`src/rtl/axi_read_arbiter.sv`:
```
`default_nettype none
// ============================================================================
// Module   : axi_read_arbiter
// Purpose  : Shares one AXI4 read port between instruction fetch (code) and
//            load (data); single outstanding transaction, grant locked AR->R.
//            Build macro ROUND_ROBIN_EN selects round-robin arbitration in
//            place of fixed priority with a fetch starvation limit.
// Revision : 1.0
// ============================================================================
module axi_read_arbiter #(
    parameter int unsigned STARVE_LIMIT = 8,
    parameter int unsigned ADDR_W       = 32,
    parameter int unsigned DATA_W       = 32
) (
    input  logic              clk,
    input  logic              reset,

    input  logic              code_arvalid_i,
    output logic              code_arready_o,
    input  logic [ADDR_W-1:0] code_araddr_i,
    input  logic [2:0]        code_arprot_i,
    output logic              code_rvalid_o,
    input  logic              code_rready_i,
    output logic [DATA_W-1:0] code_rdata_o,
    output logic [1:0]        code_rresp_o,

    input  logic              data_arvalid_i,
    output logic              data_arready_o,
    input  logic [ADDR_W-1:0] data_araddr_i,
    input  logic [2:0]        data_arprot_i,
    output logic              data_rvalid_o,
    input  logic              data_rready_i,
    output logic [DATA_W-1:0] data_rdata_o,
    output logic [1:0]        data_rresp_o,

    output logic              mem_arvalid_o,
    input  logic              mem_arready_i,
    output logic [ADDR_W-1:0] mem_araddr_o,
    output logic [2:0]        mem_arprot_o,
    input  logic              mem_rvalid_i,
    output logic              mem_rready_o,
    input  logic [DATA_W-1:0] mem_rdata_i,
    input  logic [1:0]        mem_rresp_i,
    output logic              mem_awvalid_o,
    output logic              mem_wvalid_o,
    output logic              mem_bready_o,

    output logic [1:0]        grant_o,
    output logic              busy_o,
    output logic              error_o
);

    localparam logic [1:0] c_IDLE = 2'd0;
    localparam logic [1:0] c_ADDR = 2'd1;
    localparam logic [1:0] c_DATA = 2'd2;
    localparam logic [1:0] c_OKAY = 2'b00;

    logic [1:0] state_q, state_d;
    logic [1:0] grant_q, grant_d;
    logic       error_q, error_d;
    logic [1:0] w_pick;
    logic       w_in_addr;
    logic       w_in_data;
    logic       w_r_hs;

`ifdef ROUND_ROBIN_EN
    logic       last_data_q, last_data_d;
`else
    localparam logic [7:0] c_LIMIT = 8'(STARVE_LIMIT);
    logic [7:0] starve_q, starve_d;
`endif

    assign w_in_addr = (state_q == c_ADDR);
    assign w_in_data = (state_q == c_DATA);
    assign w_r_hs    = w_in_data && mem_rvalid_i && mem_rready_o;

    // One-hot winner of the current IDLE arbitration; 2'b00 when nobody asks.
    always_comb begin
        w_pick = 2'b00;
        if (code_arvalid_i && data_arvalid_i) begin
`ifdef ROUND_ROBIN_EN
            w_pick = last_data_q ? 2'b01 : 2'b10;
`else
            w_pick = (starve_q == c_LIMIT) ? 2'b01 : 2'b10;
`endif
        end else if (code_arvalid_i) begin
            w_pick = 2'b01;
        end else if (data_arvalid_i) begin
            w_pick = 2'b10;
        end
    end

    always_comb begin
        state_d = state_q;
        grant_d = grant_q;
        error_d = error_q;
`ifdef ROUND_ROBIN_EN
        last_data_d = last_data_q;
`else
        starve_d = starve_q;
`endif
        case (state_q)
            c_IDLE: begin
                if (w_pick != 2'b00) begin
                    state_d = c_ADDR;
                    grant_d = w_pick;
`ifdef ROUND_ROBIN_EN
                    last_data_d = w_pick[1];
`else
                    if (w_pick[0]) begin
                        starve_d = 8'd0;
                    end else if (code_arvalid_i && (starve_q != c_LIMIT)) begin
                        starve_d = starve_q + 8'd1;
                    end
`endif
                end
            end
            c_ADDR: begin
                if (mem_arvalid_o && mem_arready_i) begin
                    state_d = c_DATA;
                end
            end
            c_DATA: begin
                if (w_r_hs) begin
                    state_d = c_IDLE;
                    grant_d = 2'b00;
                    if (mem_rresp_i != c_OKAY) begin
                        error_d = 1'b1;
                    end
                end
            end
            default: begin
                state_d = c_IDLE;
                grant_d = 2'b00;
            end
        endcase
    end

    always_ff @(posedge clk or posedge reset) begin
        if (reset) begin
            state_q <= c_IDLE;
            grant_q <= 2'b00;
            error_q <= 1'b0;
`ifdef ROUND_ROBIN_EN
            last_data_q <= 1'b1;
`else
            starve_q <= 8'd0;
`endif
        end else begin
            state_q <= state_d;
            grant_q <= grant_d;
            error_q <= error_d;
`ifdef ROUND_ROBIN_EN
            last_data_q <= last_data_d;
`else
            starve_q <= starve_d;
`endif
        end
    end

    // Every handshake output is gated by state, so an async reset silences them at once.
    assign mem_arvalid_o  = w_in_addr && ((grant_q[0] && code_arvalid_i) ||
                                          (grant_q[1] && data_arvalid_i));
    assign mem_araddr_o   = grant_q[1] ? data_araddr_i : code_araddr_i;
    assign mem_arprot_o   = grant_q[1] ? data_arprot_i : code_arprot_i;
    assign code_arready_o = w_in_addr && grant_q[0] && mem_arready_i;
    assign data_arready_o = w_in_addr && grant_q[1] && mem_arready_i;

    assign mem_rready_o   = w_in_data && ((grant_q[0] && code_rready_i) ||
                                          (grant_q[1] && data_rready_i));
    assign code_rvalid_o  = w_in_data && grant_q[0] && mem_rvalid_i;
    assign data_rvalid_o  = w_in_data && grant_q[1] && mem_rvalid_i;
    assign code_rdata_o   = mem_rdata_i;
    assign data_rdata_o   = mem_rdata_i;
    assign code_rresp_o   = mem_rresp_i;
    assign data_rresp_o   = mem_rresp_i;

    assign mem_awvalid_o  = 1'b0;
    assign mem_wvalid_o   = 1'b0;
    assign mem_bready_o   = 1'b0;

    assign grant_o = grant_q;
    assign busy_o  = w_in_addr || w_in_data;
    assign error_o = error_q;

endmodule
`default_nettype wire

```
`config.mk`:
```
export PLATFORM = sky130hd
export DESIGN_NAME = axi_read_arbiter
export DESIGN_NICKNAME = d
export VERILOG_FILES = /design/src/rtl/axi_read_arbiter.sv
export SDC_FILE = /design/constraint.sdc
export NUM_CORES = 1
export LEC_CHECK = 0
export ABC_AREA = 1
export CORE_ASPECT_RATIO = 1.5
export CORE_MARGIN = 5
export CORE_UTILIZATION = 29
export CTS_CLUSTER_DIAMETER = 80
export CTS_CLUSTER_SIZE = 24
export DETAILED_ROUTE_END_ITERATION = 12
export PLACE_DENSITY_LB_ADDON = 0.2
export REMOVE_ABC_BUFFERS = 1
export SYNTH_ARGS = -nofsm -noshare
export SYNTH_HDL_FRONTEND = slang
export SYNTH_SLANG_ARGS = --single-unit
```
`constraint.sdc`:
```
create_clock -name clk -period 2.4 [get_ports clk]
set_clock_uncertainty 0.15 [all_clocks]
set_input_delay 0.36 -clock clk [delete_from_list [all_inputs] [get_ports clk]]
set_output_delay 0.36 -clock clk [all_outputs]
set_load 0.03 [all_outputs]
```
==> results of run 1 <==
[sequential cells by signal, indices dropped and copies added (netlist names)]
| register | flops |
|---|---|
| grant_o | 2 |
| error_o | 1 |
| starve_q | 8 |
| state_q | 2 |
[layer usage]
| metal | part of all wire | global-route usage | vias to the layer above |
|---|---|---|---|
| met5 | 0.0020 | 0.0500 | - |
| met1 | 0.33 | 0.273 | 875 |
| met4 | 0.027 | 0.0674 | 2 |
| met3 | 0.15 | 0.168 | 12 |
| met2 | 0.50 | 0.470 | 212 |
| li1 | - | - | 999 |
[final timing paths]
kind                            start               to  slack, ns  cells past startpoint
max in group asynchronous       reset       grant_o[0]       1.43                      2
hold reg to reg               error_o          error_o       0.33                      1
min in group clk              error_o          error_o       0.33                      1
setup / recovery           grant_o[1]  mem_arprot_o[1]       0.09                      5
hold / removal                  reset      starve_q[3]       0.31                      2
setup reg to reg           state_q[0]       state_q[1]       0.75                      9
[Yosys cell counts]
master	instances	area share
nand2_1	150	0.30
buf_4	72	0.29
inv_1	16	0.032
dfrtp_1	13	0.17
nor2_1	13	0.026
nand3_1	11	0.029
buf_2	7	0.019
ha_1	5	0.033
inv_2	3	0.0059
nand2_2	3	0.0099
o21bai_1	3	0.012
xor2_1	3	0.014
a21oi_2	2	0.0093
nand4_1	2	0.0066
nor3_1	2	0.0053
a21boi_0	1	0.0040
a21boi_2	1	0.0059
a21oi_1	1	0.0026
conb_1	1	0.0020
inv_4	1	0.0033
nand3_2	1	0.0053
nand3b_1	1	0.0040
nor2_4	1	0.0059
nor3_2	1	0.0053
o21ai_1	1	0.0026
o22ai_1	1	0.0033
[cells by family after synthesis]
group / count (synthesis)
xor gates and xnor gates: 3
AOI/OAI and AO/OA: 10
buffers and inverters: 99
adders and majority gates: 5
other: 1
and+or+nand+nor: 185
DFF: 13
[stage by stage]
stage                     area (sq um)  setup TNS [ns]  power (uW)  hold slack (ns)
final                             2760               0        2440            0.306
after global placement            2720               0        2240            0.316
after detailed placement          2720               0        2250            0.320
after CTS                         2760               0        2450            0.336
after floorplan                   1330          -0.548        1390           0.0870
after global routing              2760               0        2600            0.359
[layout make-up]
type / instances / share of cell area
repair buffers: 132 / 0.470
multi-input cells: 206 / 0.334
flip-flops and latches: 13 / 0.118
well taps: 76 / 0.0344
inverters: 20 / 0.0281
clock buffers: 4 / 0.0163
[power breakdown]
part           internal (uW)  switching [uW]  total [uW]
Clock                    117            84.5         202
Sequential               278            61.7         340
Combinational            723            1170        1900
Total                   1120            1320        2440
[timing repair]
action / CTS / global route
resized for setup: 2 / 1
setup endpoints to repair: 2 / 1
hold buffers: 0 / 0
==> qor.yml, run 1 <==
placement:
  port-buffer-count: 128
  gp_congestion: 0.911
  post-dp-hpwl_mm: 10.5
  placed_cells: 447
  dp_slack_ns: 0.124
synthesis:
  synth_area_sq_um: 1890
  ys_types: 26
  ys_ff_latch: 13
  syn_avg_cell_area_sq_um: 5.99
  yosys.area_share.simple: 0.395
  ys_warn_count: 0
  synth_top_family_by_area: "simple AND/OR/NAND/NOR gates"
  ys_seq_area_frac: 0.172
  synth-xor-area-share: 0.0139
  muxShareOfSynthArea: 0
  synth-adder-area-share: 0.0330
  synthCells: 316
  synth_compound_area_frac: 0.0397
route:
  drc: 0
  post_drt_via_cell_ratio: 4.66
  wl_per_cell_microns: 26.0
  first_pass_iters: 4
  routed_wl_mm: 11.7
  antenna_left: 0
  drt_first_iter_violations: 101
  vias: 2100
hold_path:
  hold_class: "primary input to async pin"
setup_path:
  worstSetupStartpointType: "flip-flop"
  path_cells: "inv_2, buf_12, nand2_1, nand2_1, clkdlybuf4s50_1"
  critPathKind: "flip-flop to output port"
  path_delay_family: "buffers and inverters"
  cp_common_cell: "nand2_1"
  slowest_stage: "clkdlybuf4s50_1"
  max_stage_delay_ns: 0.66
  crit_arrival_ns: 1.80
  cp-end-kind: "output port"
  cp.buffers_inverters: 3
  worstPathMaxFanout: 22
  worstPathRequired_ns: 1.89
timing:
  fin_crit_ns: 2.31
  drv_slew: 0
  period_share: 0.964
  worst_slew_pin_slew_ns: 0.542
  rsz0062_at_grt: "false"
  hold_viol: 0
  clock.fmax_mhz: 432
  maxSlewHeadroom: 0.638
  setup_viol: 0
  setup_ws_ns: 0.0871
global_routing:
  grt_pass1_vias: 2054
  antenna_found_initial: 0
  grt_overflow: 0
  grt_max_degree: 40
  grt_pass1_wl_mm: 15.8
  gr-usage-all-layers: 0.272
clocking:
  cts.path.max_buffers: 2
  numCtsBuffers: 3
  post_cts_buffers: 0
  path_clk_slew_ns: 0.06
  root_buffer: "clkbuf_8"
  cts_tree: "built"
  htreeDepth: 1
  clk_latency_ns: 0.25
  cts_num_sinks: 13
finish:
  final_common_cell: "nand2_1"
  multi_input_area_sq_um: 922
  syn_to_final_growth_pct: 46.0
  fin_nets: 493
  layout.area.seq_sq_um: 325
  diodes: 0
  nFillCells: 691
  drive_above_1_share: 0.120
  fin_cells: 451
  final_util: 0.429
  layout_common_cells: "nand2_1 (150), clkdlybuf4s50_1 (100), buf_4 (25)"
outcome:
  run_status: "finished, final reports clean"
power_and_ir_drop:
  pwr_density_cell_nw_per_um2: 883
  p_leak_uw: 0.00140
  vdd_ir_drop_max_mv: 0.473
die:
  num_rows: 36
  dieWidth_microns: 76.0
  start_util: 0.294
  core_area_sq_um: 6440
  die-area_sq_um: 8280
  chipHeight_microns: 109
  ioPinCount: 228
job:
  drv_cap: 0
(Power assumes the default switching activity.)
==> run 2, diff against run 1 <==
- SETUP_SLACK_MARGIN: default -> 0.05
==> qor.yml, run 2 (synthesis results as in run 1) <==
timing:
  drv_slew: 0  # unchanged
  clock.fmax_mhz: 453  # was 432 MHz
  fin_tns_setup_ns: 0  # unchanged
  fin_crit_ns: 2.21  # was 2.31 ns
  period_share: 0.919  # was 0.964
  worst_slew_pin_slew_ns: 0.546  # was 0.542 ns
  setup_viol: 0  # unchanged
  maxSlewHeadroom: 0.636  # was 0.638
  hold_viol: 0  # unchanged
  rsz0062_at_grt: "false"  # unchanged
power_and_ir_drop:
  p_leak_uw: 0.00148  # was 0.00140 uW
  vdd_ir_drop_max_mv: 0.473  # about the same
  pwr_density_cell_nw_per_um2: 875  # was 883 nW/um^2
finish:
  largest_reg_flops: 8  # unchanged
  multi_input_area_sq_um: 922  # unchanged
  syn_to_final_growth_pct: 47.1  # was 46.0%
  top_register: "starve_q"  # unchanged
  fin_nets: 493  # unchanged
  nFillCells: 687  # was 691
  final_common_cell: "nand2_1"  # unchanged
  final_util: 0.432  # was 0.429
  drive_above_1_share: 0.120  # unchanged
  diodes: 0  # unchanged
  layout.area.seq_sq_um: 325  # unchanged
  layout_common_cells: "nand2_1 (150), clkdlybuf4s50_1 (92), buf_4 (25)"  # was nand2_1 (150), clkdlybuf4s50_1 (100), buf_4 (25)
  post-route-cell-area_sq_um: 2780  # was 2760 sq um
outcome:
  run_status: "finished, final reports clean"  # unchanged
global_routing:
  grt_max_degree: 40  # unchanged
  grt_overflow: 0  # unchanged
  grt_pass1_vias: 2054  # unchanged
  gr-usage-all-layers: 0.272  # unchanged
  grt_pass1_wl_mm: 15.8  # unchanged
  antenna_found_initial: 0  # unchanged
setup_path:
  crit_arrival_ns: 1.70  # was 1.80 ns
  critPathKind: "flip-flop to output port"  # unchanged
  worstPathRequired_ns: 1.89  # about the same
  rr_worst_depth: 9  # unchanged
  worstPathMaxFanout: 39  # was 22
  worstSetupStartpointType: "flip-flop"  # unchanged
  cp-end-kind: "output port"  # unchanged
clocking:
  numCtsBuffers: 3  # unchanged
  root_buffer: "clkbuf_8"  # unchanged
  clk_latency_ns: 0.25  # about the same
  cts-resized-gates: 2  # unchanged
  post_cts_buffers: 0  # unchanged
  path_clk_slew_ns: 0.06  # about the same
  htreeDepth: 1  # unchanged
  cts.path.max_buffers: 2  # unchanged
  ctsHoldBuffers: 0  # unchanged
  cts_num_sinks: 13  # unchanged
  cts_tree: "built"  # unchanged
route:
  drc: 0  # unchanged
  first_pass_iters: 4  # unchanged
  wl_per_cell_microns: 26.2  # was 26.0 microns
  post_drt_via_cell_ratio: 4.70  # was 4.66
  vias: 2121  # was 2100
  drt_first_iter_violations: 99  # was 101
  antenna_left: 0  # unchanged
  routed_wl_mm: 11.8  # was 11.7 mm
die:
  ioPinCount: 228  # unchanged
  core_area_sq_um: 6440  # unchanged
  dieWidth_microns: 76.0  # unchanged
  die-area_sq_um: 8280  # unchanged
  num_rows: 36  # unchanged
  chipHeight_microns: 109  # unchanged
  start_util: 0.294  # unchanged
hold_path:
  hold_class: "primary input to async pin"  # unchanged
placement:
  post-dp-hpwl_mm: 10.5  # unchanged
  gp_congestion: 0.911  # unchanged
  placed_cell_area_sq_um: 2720  # unchanged
  port-buffer-count: 128  # unchanged
job:
  drv_cap: 0  # unchanged
## run 2: cell count changes in the layout (fill, tap and decap cells not counted)
cell / previous run / this run
clkdlybuf4s50_1: 100 / 92
dlymetal6s2s_1: 1 / 9
## run 2: critical path, cell delays in order (launching register included)
cell and delay, ns:
dfrtp_1 0.40, buf_12 0.23, nand2_1 0.07, nand2_1 0.07, clkdlybuf4s50_1 0.68
## run 2: where the power goes
group | switching (uW) | internal [uW] | total, uW
Combinational | 1180 | 715 | 1890
Sequential | 62.5 | 278 | 341
Clock | 84.5 | 117 | 202
Total | 1330 | 1110 | 2440
## run 2: final timing paths
path	from	to	slack [ns]
worst max register to register	state_q[0]	state_q[1]	0.75
max in group asynchronous	reset	grant_o[0]	1.43
worst min register to register	error_o	error_o	0.33
min in group clk	error_o	error_o	0.33
worst max-delay path	grant_o[1]	mem_araddr_o[13]	0.19
worst min-delay path	reset	starve_q[3]	0.31
## run 2: per-layer routing
| metal | up-vias | track usage | wire [microns] |
|---|---|---|---|
| li1 | 1002 | - | - |
| met1 | 892 | 0.273 | 4010 |
| met2 | 211 | 0.470 | 5730 |
| met3 | 14 | 0.168 | 1630 |
| met4 | 2 | 0.0674 | 418 |
| met5 | - | 0.0500 | 24 |
## run 2: cell type report
cell class              count  share of cell area
multi-input cells         206               0.331
inverters                  20              0.0279
flip-flops and latches     13               0.117
well taps                  76              0.0342
clock buffers               4              0.0162
repair buffers            132               0.474
## run 2: per-stage QoR
step | power, uW | cells | hold WS (ns) | setup slack (ns)
after detailed placement | 2250 | 447 | 0.320 | 0.124
final | 2440 | 451 | 0.308 | 0.193
after CTS | 2450 | 451 | 0.336 | 0.0645
after global routing | 2600 | 451 | 0.359 | 0.107
after floorplan | 1390 | 239 | 0.0870 | -0.382
after global placement | 2240 | 447 | 0.316 | 0.140
==> run 3, diff against run 2 <==
- CTS_CLUSTER_DIAMETER: 80 -> 30
- MAX_ROUTING_LAYER: default -> met4
==> qor.yml, run 3 (synthesis results as in run 1) <==
finish:
  fin_nets: 493  # unchanged
  nFillCells: 687  # unchanged
  multi_input_area_sq_um: 922  # unchanged
  diodes: 0  # unchanged
  syn_to_final_growth_pct: 47.1  # unchanged
  drive_above_1_share: 0.120  # unchanged
  top_register: "starve_q"  # unchanged
  final_common_cell: "nand2_1"  # unchanged
  layout_common_cells: "nand2_1 (150), clkdlybuf4s50_1 (92), buf_4 (25)"  # unchanged
  layout.area.seq_sq_um: 325  # unchanged
  largest_reg_flops: 8  # unchanged
clocking:
  cts.path.max_buffers: 2  # unchanged
  clk_latency_ns: 0.24  # was 0.25 ns
  cts_num_sinks: 13  # unchanged
  root_buffer: "clkbuf_8"  # unchanged
  post_cts_buffers: 0  # unchanged
  path_clk_slew_ns: 0.06  # about the same
  htreeDepth: 1  # unchanged
  numCtsBuffers: 3  # unchanged
  cts_tree: "built"  # unchanged
setup_path:
  path_cells: "buf_12, nand2_1, nand2_1, clkdlybuf4s50_1"  # unchanged
  slowest_stage: "clkdlybuf4s50_1"  # unchanged
  worstPathRequired_ns: 1.89  # about the same
  max_stage_delay_ns: 0.68  # about the same
  r2r-start: "state_q[0]"  # unchanged
  rr_worst_depth: 9  # unchanged
  cp_common_cell: "nand2_1"  # unchanged
  cp.buffers_inverters: 2  # unchanged
  worstSetupStartpointType: "flip-flop"  # unchanged
  path_delay_family: "buffers and inverters"  # unchanged
  r2r_slack_ns: 0.75  # about the same
  worstPathMaxFanout: 39  # unchanged
  cp-end-kind: "output port"  # unchanged
  crit_arrival_ns: 1.69  # was 1.70 ns
  critPathKind: "flip-flop to output port"  # unchanged
  rr_endpoint: "state_q[1]"  # unchanged
route:
  antenna_left: 0  # unchanged
  vias: 2074  # was 2121
  drt_first_iter_violations: 85  # was 99
  wl_per_cell_microns: 26.0  # was 26.2 microns
  drc: 0  # unchanged
  first_pass_iters: 4  # unchanged
  routed_wl_mm: 11.7  # was 11.8 mm
  post_drt_via_cell_ratio: 4.60  # was 4.70
timing:
  fin_crit_ns: 2.20  # was 2.21 ns
  whs_ns: 0.311  # was 0.308 ns
  rsz0062_at_grt: "false"  # unchanged
  maxSlewHeadroom: 0.639  # was 0.636
  fin_tns_setup_ns: 0  # unchanged
  period_share: 0.918  # was 0.919
  drv_slew: 0  # unchanged
  worst_slew_pin_slew_ns: 0.541  # was 0.546 ns
  clock.fmax_mhz: 454  # was 453 MHz
  setup_viol: 0  # unchanged
  hold_viol: 0  # unchanged
global_routing:
  antenna_found_initial: 0  # unchanged
  gr-usage-all-layers: 0.280  # was 0.272
  grt_overflow: 0  # unchanged
  grt_max_degree: 40  # unchanged
  grt_pass1_wl_mm: 15.8  # about the same
  grt_pass1_vias: 2051  # was 2054
die:
  chipHeight_microns: 109  # unchanged
  start_util: 0.294  # unchanged
  core_area_sq_um: 6440  # unchanged
  ioPinCount: 228  # unchanged
  dieWidth_microns: 76.0  # unchanged
  die-area_sq_um: 8280  # unchanged
  num_rows: 36  # unchanged
job:
  drv_cap: 0  # unchanged
power_and_ir_drop:
  vdd_ir_drop_max_mv: 0.467  # was 0.473 mV
  p_int_uw: 1110  # about the same
  power_switching_uw: 1320  # was 1330 uW
  pwr_density_cell_nw_per_um2: 873  # was 875 nW/um^2
  p_comb_frac: 0.778  # was 0.777
  p_leak_uw: 0.00148  # unchanged
  sw_frac_of_total: 0.543  # was 0.544
  clkPwrFrac: 0.082  # was 0.083
  p_seq_frac: 0.139  # was 0.140
outcome:
  run_status: "finished, final reports clean"  # unchanged
hold_path:
  hold_class: "primary input to async pin"  # unchanged
placement:
  post-dp-hpwl_mm: 10.5  # unchanged
  gp_congestion: 0.927  # was 0.911
  port-buffer-count: 128  # unchanged
run 3: cell counts in the layout (fill, tap and decap cells not counted):
Identical to the previous run, type by type.
run 3: worst max path at each step:
| stage | slack (ns) | cells past startpoint | start | endpoint |
|---|---|---|---|---|
| floorplan | -0.38 | 2 | grant_o[1] | data_arready_o |
| global placement | 0.14 | 4 | mem_arready_i | code_arready_o |
| detailed placement | 0.12 | 4 | mem_arready_i | code_arready_o |
| CTS | 0.06 | 5 | grant_o[1] | mem_arprot_o[1] |
| global route | 0.11 | 4 | state_q[0] | mem_rready_o |
| finish | 0.20 | 4 | grant_o[1] | mem_araddr_o[13] |
run 3: power by group through the flow:
stage / Sequential [uW] / Combinational, uW / Clock [uW]
3_3_place_gp: 339 / 1900 / 0
6_report: 339 / 1890 / 200
4_1_cts: 337 / 1920 / 202
2_1_floorplan: 411 / 981 / 0
3_5_place_dp: 340 / 1910 / 0
5_1_grt: 348 / 2040 / 211
run 3: stage by stage:
step	area, sq um	cells	worst slack [ns]	util	power, uW
finish	2780	451	0.197	0.432	2430
global placement	2720	447	0.140	0.422	2240
CTS	2760	451	0.0645	0.429	2450
detailed placement	2720	447	0.124	0.422	2250
floorplan	1330	239	-0.382	-	1390
global route	2780	451	0.107	0.432	2600
run 3: metal layers:
layer	vias to the layer above	global-route usage	share of wire
met5	-	-	0
met4	0	0.104	0.043
met3	14	0.161	0.14
met2	198	0.452	0.48
met1	864	0.281	0.34
li1	998	-	-
run 3: what timing repair did:
item / in CTS / in global routing
hold endpoints to repair: 0 / 0
resized for setup: 2 / 9
hold buffers: 0 / 0
endpoints found under the setup margin: 2 / 9
run 3: area by class of cell:
type                       instances  area share
clock buffer                       4      0.0162
inverter                          20      0.0279
multi-input combinational        206       0.331
sequential                        13       0.117
tap                               76      0.0342
timing repair buffer             132       0.474
